## src/rtl/cascaded_delay_ctrl_if.sv

```systemverilog
// rtl/cascaded_delay_ctrl_if.sv - delay request handshake bundle (valid/channel/value/ready)
interface cascaded_delay_ctrl_if #(
  parameter int CHAN_W = 2,
  parameter int TAP_W  = 9
);
  logic              valid;
  logic [CHAN_W-1:0] channel;
  logic [TAP_W:0]    value;
  logic              ready;

  modport master (
    output valid,
    output channel,
    output value,
    input  ready
  );

  modport slave (
    input  valid,
    input  channel,
    input  value,
    output ready
  );
endinterface

```

## src/rtl/cascaded_delay_ctrl.sv

```systemverilog
// rtl/cascaded_delay_ctrl.sv - cascaded IDELAY/ODELAY load sequencer; optional readback via CASCADED_DELAY_READBACK_EN
module cascaded_delay_ctrl #(
  parameter int NUM_CHANNELS = 4,
  parameter int CHAN_W       = 2,
  parameter int TAP_W        = 9,
  parameter int VTC_WAIT     = 10,
  parameter int SETTLE_WAIT  = 4
) (
  input  logic                            clk,
  input  logic                            reset,
  cascaded_delay_ctrl_if.slave            delay_req,
  output logic                            delay_done,
  output logic                            delay_error,
  output logic [NUM_CHANNELS-1:0]         dly_load,
  output logic [NUM_CHANNELS-1:0]         dly_en_vtc,
  output logic [NUM_CHANNELS*TAP_W-1:0]   dly_master_value,
  output logic [NUM_CHANNELS*TAP_W-1:0]   dly_slave_value
`ifdef CASCADED_DELAY_READBACK_EN
  ,
  input  logic [CHAN_W-1:0]               delay_rd__channel,
  output logic [TAP_W:0]                  delay_rd__value
`endif
);

  // Counter covers the longer of the two wait phases; it counts down to zero.
  localparam int CNT_MAX = (VTC_WAIT > SETTLE_WAIT) ? VTC_WAIT : SETTLE_WAIT;
  localparam int CNT_W   = $clog2(CNT_MAX + 1);

  // Largest total the pair can realise: both elements at full scale.
  localparam logic [TAP_W:0] SAT_MAX = {{TAP_W{1'b1}}, 1'b0};

  typedef enum logic [2:0] {
    S_IDLE,
    S_VTC_OFF,
    S_LOAD,
    S_SETTLE,
    S_VTC_ON
  } state_t;

  state_t            state;
  state_t            state_next;
  logic [CNT_W-1:0]  cnt;
  logic [CNT_W-1:0]  cnt_next;
  logic [CHAN_W-1:0] ch_q;

  logic              accept;
  logic              chan_ok;
  logic [TAP_W:0]    sat_value;
  logic [TAP_W-1:0]  split_master;
  logic [TAP_W-1:0]  split_slave;

  assign delay_req.ready = (state == S_IDLE);
  assign accept          = delay_req.valid && (state == S_IDLE);
  assign chan_ok         = int'(delay_req.channel) < NUM_CHANNELS;

  // Clamp the requested total, then split it with the odd tap going to the master.
  always_comb begin
    sat_value    = (delay_req.value > SAT_MAX) ? SAT_MAX : delay_req.value;
    split_slave  = sat_value[TAP_W:1];
    split_master = TAP_W'(sat_value - {1'b0, split_slave});
  end

  // Sequence state and phase counter registers.
  always_ff @(posedge clk or posedge reset) begin
    if (reset) begin
      state <= S_IDLE;
      cnt   <= '0;
    end else begin
      state <= state_next;
      cnt   <= cnt_next;
    end
  end

  // Next-state logic: VTC off for VTC_WAIT cycles, one load cycle, settle, VTC back on.
  always_comb begin
    state_next = state;
    cnt_next   = cnt;
    case (state)
      S_IDLE: begin
        if (accept && chan_ok) begin
          state_next = S_VTC_OFF;
          cnt_next   = CNT_W'(VTC_WAIT - 1);
        end
      end
      S_VTC_OFF: begin
        if (cnt == '0) begin
          state_next = S_LOAD;
        end else begin
          cnt_next = cnt - 1'b1;
        end
      end
      S_LOAD: begin
        state_next = S_SETTLE;
        cnt_next   = CNT_W'(SETTLE_WAIT - 1);
      end
      S_SETTLE: begin
        if (cnt == '0) begin
          state_next = S_VTC_ON;
        end else begin
          cnt_next = cnt - 1'b1;
        end
      end
      S_VTC_ON: begin
        state_next = S_IDLE;
      end
      default: begin
        state_next = S_IDLE;
      end
    endcase
  end

  // Latch the target channel at accept so later input changes cannot disturb the sequence.
  always_ff @(posedge clk or posedge reset) begin
    if (reset) begin
      ch_q <= '0;
    end else if (accept && chan_ok) begin
      ch_q <= delay_req.channel;
    end
  end

  // Registered per-channel outputs, decoded from the upcoming state so they align with it.
  always_ff @(posedge clk or posedge reset) begin
    if (reset) begin
      delay_done       <= 1'b0;
      delay_error      <= 1'b0;
      dly_load         <= '0;
      dly_en_vtc       <= '1;
      dly_master_value <= '0;
      dly_slave_value  <= '0;
    end else begin
      delay_error <= accept && !chan_ok;
      delay_done  <= (state_next == S_VTC_ON);
      for (int k = 0; k < NUM_CHANNELS; k++) begin
        dly_load[k] <= (state_next == S_LOAD) && (ch_q == CHAN_W'(k));
        if (accept && chan_ok && (delay_req.channel == CHAN_W'(k))) begin
          dly_en_vtc[k]                        <= 1'b0;
          dly_master_value[k*TAP_W +: TAP_W]   <= split_master;
          dly_slave_value[k*TAP_W +: TAP_W]    <= split_slave;
        end else if ((state_next == S_VTC_ON) && (ch_q == CHAN_W'(k))) begin
          dly_en_vtc[k] <= 1'b1;
        end
      end
    end
  end

`ifdef CASCADED_DELAY_READBACK_EN
  // Readback returns the total taps currently held by the selected pair, zero if out of range.
  always_ff @(posedge clk or posedge reset) begin
    if (reset) begin
      delay_rd__value <= '0;
    end else begin
      delay_rd__value <= '0;
      for (int k = 0; k < NUM_CHANNELS; k++) begin
        if (delay_rd__channel == CHAN_W'(k)) begin
          delay_rd__value <= {1'b0, dly_master_value[k*TAP_W +: TAP_W]} +
                             {1'b0, dly_slave_value[k*TAP_W +: TAP_W]};
        end
      end
    end
  end
`endif

endmodule

```

## src/flat_wrapper.sv

```systemverilog
// flat-port wrapper written by rule: the top's interface ports become plain ports
module cascaded_delay_ctrl_flat 
#(
  parameter int NUM_CHANNELS = 4,
  parameter int CHAN_W       = 2,
  parameter int TAP_W        = 9,
  parameter int VTC_WAIT     = 10,
  parameter int SETTLE_WAIT  = 4
)
  (clk, reset, delay_done, delay_error, dly_load, dly_en_vtc, dly_master_value, dly_slave_value, delay_req_valid, delay_req_channel, delay_req_value, delay_req_ready);
  cascaded_delay_ctrl_if #(.CHAN_W(CHAN_W), .TAP_W(TAP_W)) delay_req_i ();
  input  logic clk;
  input  logic reset;
  output logic delay_done;
  output logic delay_error;
  output logic [NUM_CHANNELS-1:0] dly_load;
  output logic [NUM_CHANNELS-1:0] dly_en_vtc;
  output logic [NUM_CHANNELS*TAP_W-1:0] dly_master_value;
  output logic [NUM_CHANNELS*TAP_W-1:0] dly_slave_value;
  input wire logic [$bits(delay_req_i.valid)-1:0] delay_req_valid;
  input wire logic [$bits(delay_req_i.channel)-1:0] delay_req_channel;
  input wire logic [$bits(delay_req_i.value)-1:0] delay_req_value;
  output wire logic [$bits(delay_req_i.ready)-1:0] delay_req_ready;
  assign delay_req_i.valid = delay_req_valid;
  assign delay_req_i.channel = delay_req_channel;
  assign delay_req_i.value = delay_req_value;
  assign delay_req_ready = delay_req_i.ready;
  cascaded_delay_ctrl #(.NUM_CHANNELS(NUM_CHANNELS), .CHAN_W(CHAN_W), .TAP_W(TAP_W), .VTC_WAIT(VTC_WAIT), .SETTLE_WAIT(SETTLE_WAIT)) u_core (.clk(clk), .reset(reset), .delay_req(delay_req_i), .delay_done(delay_done), .delay_error(delay_error), .dly_load(dly_load), .dly_en_vtc(dly_en_vtc), .dly_master_value(dly_master_value), .dly_slave_value(dly_slave_value));
endmodule
```

## config.mk

```make
export PLATFORM = sky130hd
export DESIGN_NAME = cascaded_delay_ctrl_flat
export DESIGN_NICKNAME = d
export VERILOG_FILES = /design/src/rtl/cascaded_delay_ctrl_if.sv /design/src/rtl/cascaded_delay_ctrl.sv /design/src/flat_wrapper.sv
export SDC_FILE = /design/constraint.sdc
export NUM_CORES = 1
export LEC_CHECK = 0
export ABC_AREA = 1
export CORE_MARGIN = 2
export CORE_UTILIZATION = 49
export CTS_CLUSTER_SIZE = 14
export DETAILED_ROUTE_END_ITERATION = 16
export PLACE_DENSITY = 0.9
export SLEW_MARGIN = 20
export SYNTH_ARGS = -nofsm -noshare
export SYNTH_HDL_FRONTEND = slang
export SYNTH_SLANG_ARGS = --single-unit
```

## constraint.sdc

```tcl
create_clock -name clk -period 3.8 [get_ports clk]
set_input_delay 0.57 -clock clk [delete_from_list [all_inputs] [get_ports clk]]
set_output_delay 0.57 -clock clk [all_outputs]
set_load 0.01 [all_outputs]
```

==> flow_metrics.py <==
metrics = {
    "outcome": {
        "status": "completed",
    },
    "detailed_routing": {
        "wire_per_inst_um": 15.4,
        "num_vias": 3387,
        "drtPass1Iterations": 6,
        "ant_nets": 0,
        "drc_errors": 0,
        "vias_per_cell": 5.31,
        "drt_iter0_markers": 245,
        "routed_wl_um": 9860,
    },
    "timing": {
        "relSlewSlack_pct": 48.6,
        "layout_worst_path_cycle_share_pct": 69.8,
        "rsz0062_at_grt": "no",
        "worstMarginPinSlew_ns": 0.770,
        "hold_viol": 0,
        "tns_ns": 0,
        "finalCriticalPeriod_ns": 2.65,
        "maxSlewViolCount": 0,
        "hold_ws_ns": 0.478,
        "finalSetupViolCount": 0,
        "skew_ns": 0.00738,
        "max_freq_mhz": 377,
    },
    "worst_setup_path": {
        "endpoint": "u_core.dly_master_value[35]",
        "cpMostUsedCell": "nand2_1",
        "cpPeakStageDelay_ns": 0.63,
        "r2r-start": "u_core.state[0]",
        "crit_type": "input port to register",
        "path_max_fanout": 6,
        "critPathCaptureType": "register",
        "path_cells": "clkdlybuf4s50_1, nand2_1, o41ai_1, ha_1, inv_1, ha_1, inv_1, nand2_1, nand3_1, nand2_1, nand2_1, nand2_1, nand2_1, nand2_1, nand2_1, nand2_1",
        "startpoint": "delay_req_value[9]",
        "crit_path_start_kind": "input port",
        "critPathRequiredTime_ns": 4.04,
        "ff2ff_path_depth": 6,
        "cp.arrival_ns": 2.89,
        "r2r_end": "u_core.dly_slave_value[5]",
        "cp_slowest_cell": "clkdlybuf4s50_1",
        "timing.reg2reg.setup_slack_ns": 1.91,
    },
    "clock_network": {
        "cts_buffer_depth": 2,
        "worstSkewPairLatency_ns": 0.35,
        "cts_resized": 0,
        "cts_setup_buffers": 0,
        "clock-sinks": 90,
        "clkTransAtPathRegs_ns": 0.08,
        "htreeDepth": 3,
        "holdBufCountCts": 0,
        "root_buffer": "clkbuf_8",
        "cts_tree": "yes",
        "cts_made_buffers": 9,
    },
    "power_and_ir_drop": {
        "vdd_drop_max_mv": 0.357,
        "p_total_mw": 3.82,
        "leakage_nw": 2.59,
        "pwr_density_cell_mw_per_mm2": 739,
        "p_int_mw": 2.51,
        "pwr-share-clk_pct": 16.0,
        "p_sw_share_pct": 34.2,
        "switching_power_mw": 1.31,
        "power_frac_seq_pct": 42.6,
        "comb_power_share_pct": 41.4,
    },
    "worst_hold_path": {
        "min_path_type": "register to register",
    },
    "die": {
        "die_x_um": 94.4,
        "rows": 32,
        "core_mm2": 0.00781,
        "initial_utilization_pct": 51.3,
        "dieHeight_um": 94.4,
        "num_io_pins": 98,
        "dieArea_mm2": 0.00891,
    },
    "synthesis": {
        "muxShareOfSynthArea_pct": 0,
        "async_reset_ff_share_pct": 100,
        "synth_top_area_share_pct": 53.8,
        "synth_cell_types": 29,
        "synth-adder-area-share_pct": 2.50,
        "synth_edf_count": 0,
        "synthXorXnorAreaFrac_pct": 1.31,
        "synth_compound_area_share_pct": 9.53,
        "synth_top_family_by_area": "simple AND/OR/NAND/NOR gates",
        "synthCells": 441,
        "synth_nets": 464,
        "synth.cell_area_mm2": 0.00400,
        "synth-seq-area-share_pct": 56.4,
        "synth_top_area_cell": "dfrtp_1",
        "synthSimpleGateAreaFrac_pct": 22.5,
        "syn_area_per_cell_um2": 9.08,
        "synth_ff_type": "dfrtp_1",
        "synth.yosys.warnings": 0,
        "ys_seq_elements": 90,
        "synth_area_leaders": "dfrtp_1, nand2_1, o21ai_0, inv_1, nand3_1",
    },
    "grt": {
        "grt_antenna_before_repair": 0,
        "grt_pass1_wl_um": 15900,
        "grt_pass1_vias": 3210,
        "grt_usage_pct": 23.3,
        "gr-total-overflow": 0,
        "grt_max_degree": 47,
    },
    "layout": {
        "layout_common_cells": "nand2_1, clkdlybuf4s50_1, dfrtp_1",
        "multiInputGateArea_mm2": 0.00144,
        "drive_gt1_share_pct": 8.40,
        "nets": 554,
        "fin_cells": 638,
        "final_common_cell": "nand2_1",
        "num_antenna_cells": 0,
        "areaGrowthSynthToFinish_pct": 29.0,
        "nFillCells": 638,
        "layout.area.seq_mm2": 0.00226,
    },
    "placement": {
        "gp_congestion": 0.901,
        "portBuffers": 96,
        "dp_cells": 622,
        "place_hpwl_um": 7110,
    },
    "flow_run": {
        "cap_violations": 0,
    },
}
power by group through the flow:
stage	clock network [mW]	logic, mW	registers, mW
CTS	0.622	1.59	1.62
finish	0.611	1.58	1.62
global route	0.666	1.73	1.66
detailed placement	0	1.59	1.63
global placement	0	1.53	1.62
floorplan	0	0.552	1.75
routing by layer:
layer  vias to the layer above  global-route usage [%]  routed length [um]
met5                         -                       0                   0
met4                         0                    10.7                 246
met3                        21                    4.63                 875
met2                       173                    36.0                4600
met1                      1623                    32.1                4140
li1                       1570                       -                   -
worst min-delay path by stage:
stage / startpoint / end / slack [ns] / cells past startpoint
after global placement: u_core.dly_en_vtc[2] / u_core.dly_en_vtc[2] / 0.46 / 2
after CTS: u_core.dly_en_vtc[0] / u_core.dly_en_vtc[0] / 0.48 / 2
final: u_core.dly_en_vtc[1] / u_core.dly_en_vtc[1] / 0.48 / 2
after detailed placement: u_core.dly_en_vtc[0] / u_core.dly_en_vtc[0] / 0.46 / 2
after floorplan: u_core.dly_en_vtc[0] / u_core.dly_en_vtc[0] / 0.47 / 2
after global routing: u_core.dly_en_vtc[1] / u_core.dly_en_vtc[1] / 0.49 / 2
final cells by class:
type / instances / share of cell area, %
clock inverters: 4 / 0.872
repair buffers: 97 / 19.0
inverters: 47 / 3.46
flip-flops and latches: 90 / 43.7
well taps: 102 / 2.47
clock buffers: 12 / 2.62
multi-input cells: 286 / 27.9
metrics by stage:
step           setup WS [ns]  cell area [um^2]  utilization, %
3_5_place_dp           0.817              4980            63.8
2_1_floorplan          0.901              4000               -
6_report                1.15              5160            66.2
4_1_cts                 1.17              5160            66.2
5_1_grt                0.948              5160            66.2
3_3_place_gp           0.969              4980            63.8
critical path, delay by kind of cell:
kind | cells | cell delay, ns
simple gates | 10 | 0.84
fa+ha+maj | 2 | 0.38
compound gates | 1 | 0.37
buf+inv | 3 | 0.74
sequential cells by signal (all words and copies together), names as in the netlist:
register / count
u_core.ch_q: 2
u_core.state: 3
u_core.dly_en_vtc: 4
u_core.dly_slave_value: 36
u_core.delay_done: 1
u_core.cnt: 4
u_core.dly_load: 4
u_core.dly_master_value: 36
cells in the mapped netlist (5+ instances only):
| cell | n |
|---|---|
| nor3_1 | 9 |
| nor2_1 | 7 |
| buf_6 | 7 |
| o21ai_2 | 12 |
| inv_2 | 6 |
| nand3_1 | 25 |
| clkbuf_1 | 6 |
| dfrtp_1 | 86 |
| inv_1 | 40 |
| xor2_1 | 5 |
| ha_1 | 8 |
| nand2_1 | 157 |
| a21oi_1 | 7 |
| o21ai_0 | 41 |
cells by family (layout without fill, tap and decap cells):
group	count (synthesis)	count (layout)
other	1	1
buffers and inverters	65	160
AO/OA/AOI/OAI	65	65
AND/OR/NAND/NOR	206	206
adder cells (fa/ha/maj)	8	8
flip-flops	90	90
XOR/XNOR	6	6
Note: power is estimated with default switching activity, not from simulation.
==> RTL edit 1 (same flow settings) <==
`TAP_W` is set to 9 in 3 places; all go to 7.
--- a/src/rtl/cascaded_delay_ctrl_if.sv
+++ b/src/rtl/cascaded_delay_ctrl_if.sv
@@ -2,5 +2,5 @@
 interface cascaded_delay_ctrl_if #(
   parameter int CHAN_W = 2,
-  parameter int TAP_W  = 9
+  parameter int TAP_W  = 7
 );
   logic              valid;
--- a/src/rtl/cascaded_delay_ctrl.sv
+++ b/src/rtl/cascaded_delay_ctrl.sv
@@ -3,5 +3,5 @@
   parameter int NUM_CHANNELS = 4,
   parameter int CHAN_W       = 2,
-  parameter int TAP_W        = 9,
+  parameter int TAP_W        = 7,
   parameter int VTC_WAIT     = 10,
   parameter int SETTLE_WAIT  = 4
--- a/src/flat_wrapper.sv
+++ b/src/flat_wrapper.sv
@@ -4,5 +4,5 @@
   parameter int NUM_CHANNELS = 4,
   parameter int CHAN_W       = 2,
-  parameter int TAP_W        = 9,
+  parameter int TAP_W        = 7,
   parameter int VTC_WAIT     = 10,
   parameter int SETTLE_WAIT  = 4
Ports: changed (resized delay_req_value, dly_master_value and dly_slave_value); port bits go from 98 to 80. The function was not compared with the original's and may differ.
==> RTL edit 1 against the unedited design <==
  * First-iteration DRC count decreased by 51%
  * Clock power about the same
  * Final cell count decreased by 16%
  * Setup slack improved by 0.035 ns
  * Sequential cell count decreased by 16
  * Cell area decreased by 16%
  * Area after synthesis decreased by 16%
  * Total power decreased by 12%
  * Wire length decreased by 18%
  * Highest routed layer unchanged
==> RTL edit 1: results (changes against the unedited design) <==
- The mean instance size in the synthesized netlist came to 9.08 um2 (about the same).
- Total nets after synthesis: 394 (was 464)
* Sequential cell area fraction in the yosys report: 55.3% (was 56.4%)
- Non-clock inverter count: 40 (was 47)
- Clock tree buffer count of the final layout: 11 (was 12)
* Proportion of power drawn by the clock network: 18.2% (was 16.0%)
- The pin slew with the least headroom to its limit is 0.515 ns (was 0.770 ns).
* Largest incremental delay on the critical path: 0.51 ns (was 0.63 ns)
* Post-synthesis cell type count: 26 (was 29)
* Synth cell count leaders: sky130_fd_sc_hd__nand2_1 (141), sky130_fd_sc_hd__dfrtp_1 (70), sky130_fd_sc_hd__inv_1 (35) (was sky130_fd_sc_hd__nand2_1 (157), sky130_fd_sc_hd__dfrtp_1 (86), sky130_fd_sc_hd__o21ai_0 (41))
- The initial detailed-routing violation count is 121 (was 245).
- The met2 demand-to-capacity share in global routing was 36.7% (was 36.0%).
* Metal3 WL: 491 um (was 875 um)
- The switching power is 1170 uW (was 1310 uW).
- Number of global-route vias before repair: 2,622 (was 3,210)
* Register share of the cell area: 42.7% (was 43.7%)
- GR Layer Usage met3: 4.86% (was 4.63%)
- Non-clock buffer contribution to total cell area: 18.3% (was 19.0%)
- Proportion of cell area occupied by multi-input gates: 28.7% (was 27.9%)
* Number of cells in the finished layout apart from fillers: 536 (was 638)
* Run status: finished clean (unchanged)
* GPL Wtd Cong: 0.901 (about the same)
- Post-synthesis compound-gate area fraction: 7.68% (was 9.53%)
* First-pass GRT wire length: 13.1 mm (was 15.9 mm)
- Worst setup timing slack at the placement stage: 0.851 ns (was 0.817 ns)
- Clock-cell share of area: 4.52% (was 3.49%)
- Worst endpoint data arrival time: 2.86 ns (was 2.89 ns)
- Max Clock Skew: 0.0177 ns (was 0.00738 ns)
* Adder-cell share of the synthesized area: 4.32% (was 2.50%)
RTL edit 1: path summary, 6_finish.rpt:
kind                                                       start                                       to  slack (ns)  cells past startpoint
worst max-delay path                          delay_req_value[2]  u_core.dly_master_value[13]$_DFFE_PP0P_        1.18                     14
worst min-delay path            u_core.dly_en_vtc[2]$_DFFE_PP1P_         u_core.dly_en_vtc[2]$_DFFE_PP1P_        0.48                      2
worst max register to register         u_core.state[2]$_DFF_PP0_    u_core.dly_slave_value[5]$_DFFE_PP0P_        2.04                      6
worst min register to register  u_core.dly_en_vtc[2]$_DFFE_PP1P_         u_core.dly_en_vtc[2]$_DFFE_PP1P_        0.48                      2
max in group asynchronous                                  reset   u_core.dly_master_value[5]$_DFFE_PP0P_        2.50                      3
min in group asynchronous                                  reset   u_core.dly_slave_value[26]$_DFFE_PP0P_        0.55                      2
==> RTL edit 2 (same flow settings) <==
Made on the original files. The 5 states of `state_t` get a Gray code encoding in 3 bits.
--- a/src/rtl/cascaded_delay_ctrl.sv
+++ b/src/rtl/cascaded_delay_ctrl.sv
@@ -31,9 +31,9 @@
 
   typedef enum logic [2:0] {
-    S_IDLE,
-    S_VTC_OFF,
-    S_LOAD,
-    S_SETTLE,
-    S_VTC_ON
+    S_IDLE    = 3'b000,
+    S_VTC_OFF = 3'b001,
+    S_LOAD    = 3'b011,
+    S_SETTLE  = 3'b010,
+    S_VTC_ON  = 3'b110
   } state_t;
 
Behaviour: no difference found for any inputs over 10 cycles, from zero or initial values and one cycle with reset high; not proved beyond that.
==> RTL edit 2 against the unedited design <==
  * Total power is 8.2% higher
  * Synthesized cell count down 2.3%
  * Die area down 2.4%
  * Via count down 2.2%
  * Cell area fell by 1.1%
  * Wire length fell by 2.1%
  * Clock power rose by 3%
  * Setup slack lost 0.0091 ns
  * Sequential cell count stayed put
  * Area after synthesis decreased by 2.5%
  * Critical endpoint is now u_core.dly_master_value[13]$_DFFE_PP0P_
==> RTL edit 2: results (changes against the unedited design) <==
- Run status: finished clean (unchanged).
- Number of cells in the finished layout apart from fillers: 631 (was 638)
- The detailed-route vias per instance is 5.25 (was 5.31).
- The fraction of final layout cells sized beyond drive strength 1 came to 7.75% (was 8.40%).
- Number of nets in the layout: 547 (was 554)
- The sink of the worst hold path was u_core.dly_slave_value[8]$_DFFE_PP0P_ (was u_core.dly_en_vtc[1]$_DFFE_PP1P_).
- The peak supply drop was 428 uV (was 357 uV).
- Placed cell count: 615 (was 622)
- Setup slack on the worst flop-to-flop path: 1.93 ns (was 1.91 ns)
- Routed wire length: 9.65 mm (was 9.86 mm)
* Largest net degree at the start of global routing: 68 (was 47)
- The global routing usage summed across all routing layers was 23.4% (was 23.3%).
- Static Leakage: 0.00250 uW (was 0.00259 uW)
- Worst min-delay path startpoint: u_core.dly_slave_value[8]$_DFFE_PP0P_ (was u_core.dly_en_vtc[1]$_DFFE_PP1P_)
- The global-route wire length before repair is 15.8 mm (was 15.9 mm).
- Largest cells by area after synthesis: sky130_fd_sc_hd__dfrtp_1 (55%), sky130_fd_sc_hd__nand2_1 (14%), sky130_fd_sc_hd__o21ai_0 (5.9%), sky130_fd_sc_hd__inv_1 (3.8%), sky130_fd_sc_hd__nand3_1 (3.1%) (was sky130_fd_sc_hd__dfrtp_1 (54%), sky130_fd_sc_hd__nand2_1 (15%), sky130_fd_sc_hd__o21ai_0 (5.1%), sky130_fd_sc_hd__inv_1 (3.8%), sky130_fd_sc_hd__nand3_1 (3.1%))
- The filler cell count in the final layout came to 602 (was 638).
- The met2 demand-to-capacity share in global routing came to 38.7% (was 36.0%).
- Number of global-route vias before repair: 3,239 (was 3,210)
* Sequential cell area fraction in the yosys report: 57.8% (was 56.4%)
- The mean instance size in the synthesized netlist is 9.06 um2 (was 9.08 um2).
* Router iterations before antenna repair: 5 (was 6)
- Worst reg2reg path endpoint: u_core.dly_master_value[4]$_DFFE_PP0P_ (was u_core.dly_slave_value[5]$_DFFE_PP0P_)
- First-iteration detailed-routing DRC count: 175 (was 245)
- Synth cell count leaders: sky130_fd_sc_hd__nand2_1 (145), sky130_fd_sc_hd__dfrtp_1 (86), sky130_fd_sc_hd__o21ai_0 (46) (was sky130_fd_sc_hd__nand2_1 (157), sky130_fd_sc_hd__dfrtp_1 (86), sky130_fd_sc_hd__o21ai_0 (41))
RTL edit 2: worst max path at each step:
stage	start	to	slack [ns]
3_5_place_dp	delay_req_value[3]	u_core.dly_master_value[13]$_DFFE_PP0P_	0.79
6_report	delay_req_value[3]	u_core.dly_master_value[13]$_DFFE_PP0P_	1.14
3_3_place_gp	delay_req_value[3]	u_core.dly_master_value[31]$_DFFE_PP0P_	0.89
2_1_floorplan	reset	u_core.ch_q[0]$_DFFE_PP0P_	0.90
5_1_grt	delay_req_value[4]	u_core.dly_master_value[13]$_DFFE_PP0P_	0.87
4_1_cts	delay_req_value[3]	u_core.dly_master_value[13]$_DFFE_PP0P_	1.17
RTL edit 2: power groups by stage:
| stage | combinational [uW] | sequential, uW | clock, uW |
|---|---|---|---|
| floorplan | 636 | 1840 | 0 |
| global placement | 1740 | 1690 | 0 |
| detailed placement | 1810 | 1700 | 0 |
| CTS | 1820 | 1690 | 642 |
| global route | 1980 | 1740 | 683 |
| finish | 1800 | 1700 | 630 |
RTL edit 2: layout make-up:
| cell class | count | share of cell area (%) |
|---|---|---|
| multi-input combinational | 282 | 27.2 |
| inverter | 41 | 3.06 |
| sequential | 90 | 44.2 |
| timing repair buffer | 100 | 19.4 |
| clock buffer | 12 | 2.65 |
| clock inverter | 4 | 1.00 |
| tap | 102 | 2.50 |
RTL edit 2: metrics by stage:
stage               instance area (um2)  worst slack, ns  hold WS, ns  util, %
detailed placement                 4920            0.794        0.458     63.7
global route                       5110            0.871        0.496     66.1
floorplan                          3900            0.901        0.476        -
CTS                                5110             1.17        0.478     66.1
global placement                   4920            0.888        0.463     63.7
finish                             5110             1.14        0.474     66.1
RTL edit 2: logic make-up after synthesis:
| logic type | count (synthesis) | share of synthesized area, % |
|---|---|---|
| adder cells (fa/ha/maj) | 8 | 2.56 |
| AO/OA/AOI/OAI | 68 | 10.3 |
| AND/OR/NAND/NOR | 199 | 21.3 |
| other | 1 | 0.0961 |
| XOR/XNOR | 6 | 1.35 |
| buffers and inverters | 59 | 6.57 |
| flip-flops | 90 | 57.8 |
RTL edit 2: tightest hold or removal path, delay by kind of cell, from the launching register on:
kind | cells | cell delay [ns]
AND/OR/NAND/NOR | 2 | 0.10
flip-flops | 1 | 0.35
RTL edit 2: routing by layer:
metal	vias up	routed length (um)
li1	1562	-
met1	1599	4050
met2	139	4790
met3	14	653
met4	0	160
met5	-	0
